### src/rtl/inst_encoder.sv
// inst_encoder: splices an immediate into a RISC-V style instruction template
// (I, S or B format) and delivers the result through a registered 2-entry FIFO
// with valid/ready handshakes on both sides.
// Optional feature macro: IMM_RANGE_CHECK_EN enables the immediate range check
// that drives ImmErr; without it ImmErr is constant 0.
module inst_encoder #(
    parameter int CNT_W = 16
) (
    input  logic             clk,
    input  logic             rst,
    input  logic             in_valid,
    output logic             in_ready,
    input  logic [1:0]       ImmSrc,
    input  logic [31:0]      Imm,
    input  logic [31:0]      Base,
    output logic             out_valid,
    input  logic             out_ready,
    output logic [31:0]      Inst,
    output logic             ImmErr,
    output logic [CNT_W-1:0] EncCount
);

    logic [31:0]      encInst;
    logic             encErr;
    logic [31:0]      instMem_q [2];
    logic [1:0]       errMem_q;
    logic             wrPtr_q;
    logic             rdPtr_q;
    logic [1:0]       count_q;
    logic [1:0]       count_d;
    logic             inReady_q;
    logic [CNT_W-1:0] encCount_q;
    logic             push;
    logic             pop;

    // Splice the immediate into the template; immediate-position Base bits are overwritten
    always_comb begin
        encInst = Base;
        unique case (ImmSrc)
            2'b00: begin
                encInst[31:20] = Imm[11:0];
            end
            2'b01: begin
                encInst[31:25] = Imm[11:5];
                encInst[11:7]  = Imm[4:0];
            end
            2'b10: begin
                encInst[31]    = Imm[12];
                encInst[30:25] = Imm[10:5];
                encInst[11:8]  = Imm[4:1];
                encInst[7]     = Imm[11];
            end
            default: begin
                encInst = Base;
            end
        endcase
    end

`ifdef IMM_RANGE_CHECK_EN
    // Flag immediates that cannot survive truncation into the selected format
    always_comb begin
        encErr = 1'b0;
        unique case (ImmSrc)
            2'b00, 2'b01: begin
                encErr = !((&Imm[31:11]) || !(|Imm[31:11]));
            end
            2'b10: begin
                encErr = !((&Imm[31:12]) || !(|Imm[31:12])) || Imm[0];
            end
            default: begin
                encErr = 1'b1;
            end
        endcase
    end
`else
    logic unusedImmHigh;
    assign unusedImmHigh = ^Imm[31:13];
    assign encErr        = 1'b0;
`endif

    assign push = in_valid && inReady_q;
    assign pop  = (count_q != 2'd0) && out_ready;

    // Occupancy after this cycle's push/pop; a simultaneous push and pop leaves it unchanged
    always_comb begin
        count_d = count_q;
        if (push && !pop) begin
            count_d = count_q + 2'd1;
        end else if (!push && pop) begin
            count_d = count_q - 2'd1;
        end
    end

    // FIFO storage, pointers, registered in_ready and the delivered-beat counter
    always_ff @(posedge clk) begin
        if (rst) begin
            instMem_q[0] <= 32'h0;
            instMem_q[1] <= 32'h0;
            errMem_q     <= 2'b00;
            wrPtr_q      <= 1'b0;
            rdPtr_q      <= 1'b0;
            count_q      <= 2'd0;
            inReady_q    <= 1'b1;
            encCount_q   <= '0;
        end else begin
            if (push) begin
                instMem_q[wrPtr_q] <= encInst;
                errMem_q[wrPtr_q]  <= encErr;
                wrPtr_q            <= ~wrPtr_q;
            end
            if (pop) begin
                rdPtr_q    <= ~rdPtr_q;
                encCount_q <= encCount_q + {{(CNT_W-1){1'b0}}, 1'b1};
            end
            count_q   <= count_d;
            inReady_q <= (count_d != 2'd2);
        end
    end

    assign in_ready  = inReady_q;
    assign out_valid = (count_q != 2'd0);
    assign Inst      = instMem_q[rdPtr_q];
    assign ImmErr    = errMem_q[rdPtr_q];
    assign EncCount  = encCount_q;

endmodule
### config.mk
export PLATFORM = sky130hd
export DESIGN_NAME = inst_encoder
export DESIGN_NICKNAME = d
export VERILOG_FILES = /design/src/rtl/inst_encoder.sv
export SDC_FILE = /design/constraint.sdc
export NUM_CORES = 1
export LEC_CHECK = 0
export BUFFER_PORTS_ARGS = -buffer_cell sky130_fd_sc_hd__buf_4
export CORE_MARGIN = 4
export CORE_UTILIZATION = 37
export DETAILED_ROUTE_END_ITERATION = 16
export GPL_TIMING_DRIVEN = 0
export PLACE_DENSITY_LB_ADDON = 0.3
export SYNTH_ARGS = -nofsm -noshare
export SYNTH_HDL_FRONTEND = slang
export SYNTH_SLANG_ARGS = --single-unit
### constraint.sdc
create_clock -name clk -period 3.1 [get_ports clk]
set_clock_uncertainty 0.2 [all_clocks]
set_input_delay 0.155 -clock clk [delete_from_list [all_inputs] [get_ports clk]]
set_output_delay 0.155 -clock clk [all_outputs]
set_load 0.03 [all_outputs]
* After elaboration in Yosys (flattened, before gate mapping)
Memories as Yosys holds them, arrays and structs flattened. A register that Yosys moved wholly into a read port is not among the register bits. Cells that the tools add are included.
Cells by class: $lt $le $gt $ge 3, $mul 0, divide/modulo/power cells 0, bitwise operators 4, mux-type cells 19, $add $sub $neg 3, equal/unequal tests 3, shifts and indexed selects 0, reductions and logical operators 11
Operator list (count):
- 32-bit two-way mux | 1
- 32-bit OR reduction | 1
- 16-bit by 1-bit adder with 16-bit output (second input constant) | 1
- 7-bit case mux with 2 select lines | 1
- 1-bit two-way mux | 12
- 5-bit case mux with 2 select lines | 1
- 1-bit logical AND | 5
- 5-bit two-way mux | 1
- 1-bit by 2-bit < comparator with 1-bit output (second input constant) | 2
- 2-bit two-way mux | 2
- 2-bit by 1-bit adder with 2-bit output (second input constant) | 1
- 2-bit AND | 1
- 2-bit by 1-bit equality test with 1-bit output (second input constant) | 1
- 2-bit equality test (second input constant) | 1
- 1-bit logical NOT | 2
- 2-bit logical NOT | 1
- 2-bit != test (second input constant) | 1
- 1-bit NOT | 2
- 2-bit NOT | 1
- 2-bit nonzero test | 1
- 2-bit OR reduction | 1
- 2-bit by 1-bit subtractor with 2-bit output (second input constant) | 1
- 1-bit demux with 1-bit select | 1
- 1-bit greater-or-equal comparator (second input constant) | 1
Storage, ports and cells: output and inout bits 51, bits in read-only memories 0, memories kept 1, bits in latches 0, memory bits (writable) 64, flip-flop bits (word level) 23, input bits 70
Memory list:
- instMem_q | depth 2, width 32, rd ports 1, clocked after memory_dff 1, wr ports 2, line 25 | logic [31:0] instMem_q [2];

* Logic depth before layout (Yosys ltp)
depth after elaboration 6, depth in mapped cells 7

* Worst setup path after synthesis
Ideal clock, no wire load.
kind reg2reg, from register inReady_q (netlist: in_ready), to memory instMem_q[0][0], enable pin, stages on the path, launching flop included 4, path buffers 1, data arrival time 2342 ps, path slack 129 ps, data required time 2470 ps, cell sequence dfxtp_1 -> nand2_1 -> buf_2 -> o21bai_1
RTL lines:
- from (decl) | line 31 | logic inReady_q;
- from (signal assigned) | line 116 | inReady_q <= (count_d != 2'd2);
- to (decl) | line 25

==> key figures <==
Setup path
  • CP Class: reg -> out
  • Critical Path Source Type: flop
  • CP max stage delay: about 540 ps
  • Worst-path fanout max: 10
  • CP endpoint kind: primary output
  • WP data arrival: between 2000 and 2500 ps
  • Worst path required time: approximately 2700 ps
  • Crit path max-delay family: buffers and inverters
  • Worst Path Buf+Inv: 3
  • Worst-path cell chain: clkbuf_1 > buf_1 > mux2_2 > buf_4
  • CP max-delay cell: buf_1

Logic synthesis
  • Synthesis warning total: 0
  • Async S/R FF share, synth: 0%
  • Syn Nets: 413
  • Synth Register Bits: between 80 and 90
  • Area fraction of the dominant cell type after synthesis: a little under half
  • Cell Area, Synth: approximately 0.0040 mm²
  • Synth unique cells: 42
  • Cell with the most instances after synthesis: edfxtp_1
  • Most area-hungry cell type in the Yosys netlist: edfxtp_1
  • Seq/Total Area, Yosys: about three fifths
  • Cell count after synthesis: 337
  • Number of synthesized flops with an enable pin: 64
  • Syn Area/Cell: roughly 12 µm²
  • Ys flop type: edfxtp_1
  • Synth top cells by count: edfxtp_1 (64), nor2_1 (55), mux2_2 (34), dfxtp_1 (24), and3_1 (17)
  • Synth area leaders: edfxtp_1 (48%), dfxtp_1 (12%), mux2_2 (9.5%)

CTS
  • TritonCTS Sinks: 88
  • CTS Root Cell: clkbuf_8
  • Setup repair bufs after CTS: 0
  • Clock buffer depth: 2
  • CTS tree: built
  • Number of CTS-inserted buffers: 9
  • Clock Latency Late Sink: 350 ps
  • H-tree levels: 3
  • Worst-path clk slew: ~90 ps

Drt
  • Drt pass-1 iters: 4
  • Iter 0 DRT Violations: ~100
  • DRT antenna net count: 0
  • Detailed Route WL: approximately 9400 µm
  • Via count: 3036
  • Drt drc: 0
  • Via-to-Cell Ratio: just under 5
  • WL per Instance: 14.9 µm

Place
  • GPL Wtd Cong: 0.798
  • HPWL Detailed: around 6600 µm
  • Inst Count DP: about 580
  • Port bufs: about 100

Job
  • Max-cap viol count: 0

Power and ir drop
  • Net Switching: 1.18 mW
  • Net Sw Frac: roughly 32%
  • Clock network power share: roughly a quarter
  • Reg power frac: about two fifths
  • Power Internal: 2.50 mW
  • Leakage Power: ~2.4 nW
  • Comb pwr share: ~34%
  • Pwr Density: around 650 mW/mm²
  • Peak VDD IR: 0.000295 V

Hold path
  • Worst Hold Class: in -> reg

Timing
  • Pins Over Slew Limit: 0
  • Worst Tran Pin Value: 919 ps
  • Tcrit/Tclk final: between 70% and 80%
  • Slew headroom: 38.7%
  • Crit path time final: approximately 2400 ps
  • Fmax: 420 MHz
  • RSZ-0062 raised after global routing: false
  • Final Hold Vio Count: 0
  • Setup-failing EPs final: 0

Global route
  • Largest net degree at the start of global routing: 34
  • Total gr overflow: 0
  • Total GRT Usage: 15.5%
  • Vias in the first global route: 3272
  • Initial antenna violation count: 0
  • First-pass GRT wire length: approximately 16000 µm

Floorplanning
  • Die Wd: 112 µm
  • Num ports: between 100 and 150
  • Core Region: around 0.010 mm²
  • Starting density of the core: between 30% and 40%
  • Die H: approximately 110 µm
  • Die area: ~0.013 mm²
  • Num rows: 37

Cells and area
  • Post-layout utilization of the core: between 50% and 60%
  • Number of diodes: 0
  • Nets: between 500 and 600
  • Area Overhead vs Synth: 39.9%
  • Layout cells sized above 1: 32.3%
  • Finished Layout Cells: about 630

Outcome
  • Status: finished clean
==> power by group through the flow <==
stage	clock [mW]	combinational [mW]	sequential, mW
floorplan	0	0.778	1.52
global placement	0	1.19	1.52
detailed placement	0	1.21	1.52
CTS	0.955	1.27	1.50
global route	1.02	1.35	1.51
finish	0.937	1.25	1.49
==> cell families (layout without fill, tap and decap cells) <==
kind of cell / Yosys count / count (layout) / synth area share, %
adders and majority gates: 6 / 6 / 1.87
buffers and inverters: 29 / 188 / 2.77
xor gates and xnor gates: 14 / 14 / 3.05
and+or+nand+nor: 130 / 130 / 16.7
DFF: 88 / 88 / 59.8
AOI/OAI and AO/OA: 30 / 30 / 4.82
muxes: 40 / 40 / 11.0
==> timing repair <==
item / 4_1_cts / 5_1_grt
endpoints found under the hold margin: 59 / 0
hold buffers: 41 / 0
setup endpoints to repair: 0 / 0
gates resized for setup: 0 / 0
==> registers in the layout (all words and copies together), names as in the netlist, named ones only <==
register / cells
errMem_q: 2
in_ready: 1
wrPtr_q: 1
count_q: 2
EncCount: 16
instMem_q: 64
rdPtr_q: 1
==> layout make-up <==
| class | count | area (µm²) |
|---|---|---|
| fill | 925 | 4840 |
| sequential | 88 | 2400 |
| multi-input combinational | 220 | 1520 |
| timing repair buffer | 143 | 1190 |
| tap | 136 | 170 |
| clock buffer | 11 | 131 |
| clock inverter | 5 | 104 |
| buffer | 19 | 73.8 |
| inverter | 10 | 37.5 |
==> worst paths after layout <==
kind              slack [ps]  cells after the start                              to                startpoint
setup / recovery         720                      4                        Inst[24]                      flop
setup reg to reg         880                      2   instMem_q[1][5]$_SDFFCE_PN0P_      wrPtr_q$_SDFFE_PP0P_
hold / removal            10                      3  instMem_q[0][11]$_SDFFCE_PN0P_                    Imm[4]
hold reg to reg          240                      2        errMem_q[1]$_SDFFE_PP0P_  errMem_q[1]$_SDFFE_PP0P_
==> stage by stage <==
step                TNS (ps)  power [mW]  setup slack (ps)  hold slack [ps]  area [µm²]
floorplan                  0        2.30               129              153        4020
global placement      -21910        2.71              -672              217        4950
detailed placement         0        2.74               826              231        4980
CTS                        0        3.72               672             1.08        5630
global route               0        3.88               573             2.48        5630
finish                     0        3.68               717             9.91        5630
==> placed cells by master (no fill, tap or decap), types with 8 or more instances in the layout <==
cell / Yosys / final
dlygate4sd3_1: 0 / 41
mux2_2: 34 / 34
nand2_1: 10 / 10
clkbuf_8: 0 / 9
xor2_1: 8 / 8
inv_1: 10 / 10
edfxtp_1: 64 / 64
clkbuf_1: 12 / 14
nor2_1: 55 / 55
and2_1: 16 / 16
dfxtp_1: 24 / 24
o21ai_0: 8 / 8
buf_4: 0 / 101
and3_1: 17 / 17
==> per-layer routing <==
layer / track usage, % / routed length (µm) / vias up
met5: 0 / 0 / -
met4: 6.73 / 223 / 0
met3: 3.29 / 444 / 19
met2: 27.7 / 4910 / 71
met1: 17.9 / 3840 / 1443
li1: - / - / 1503
==> worst reg2reg max path, delay by kind of cell, from the launching register on <==
family,cells,cell delay [ps]
flip-flops,1,350
buffers and inverters,1,420
AO/OA/AOI/OAI,1,850
Note: power is estimated with default switching activity, not from simulation.
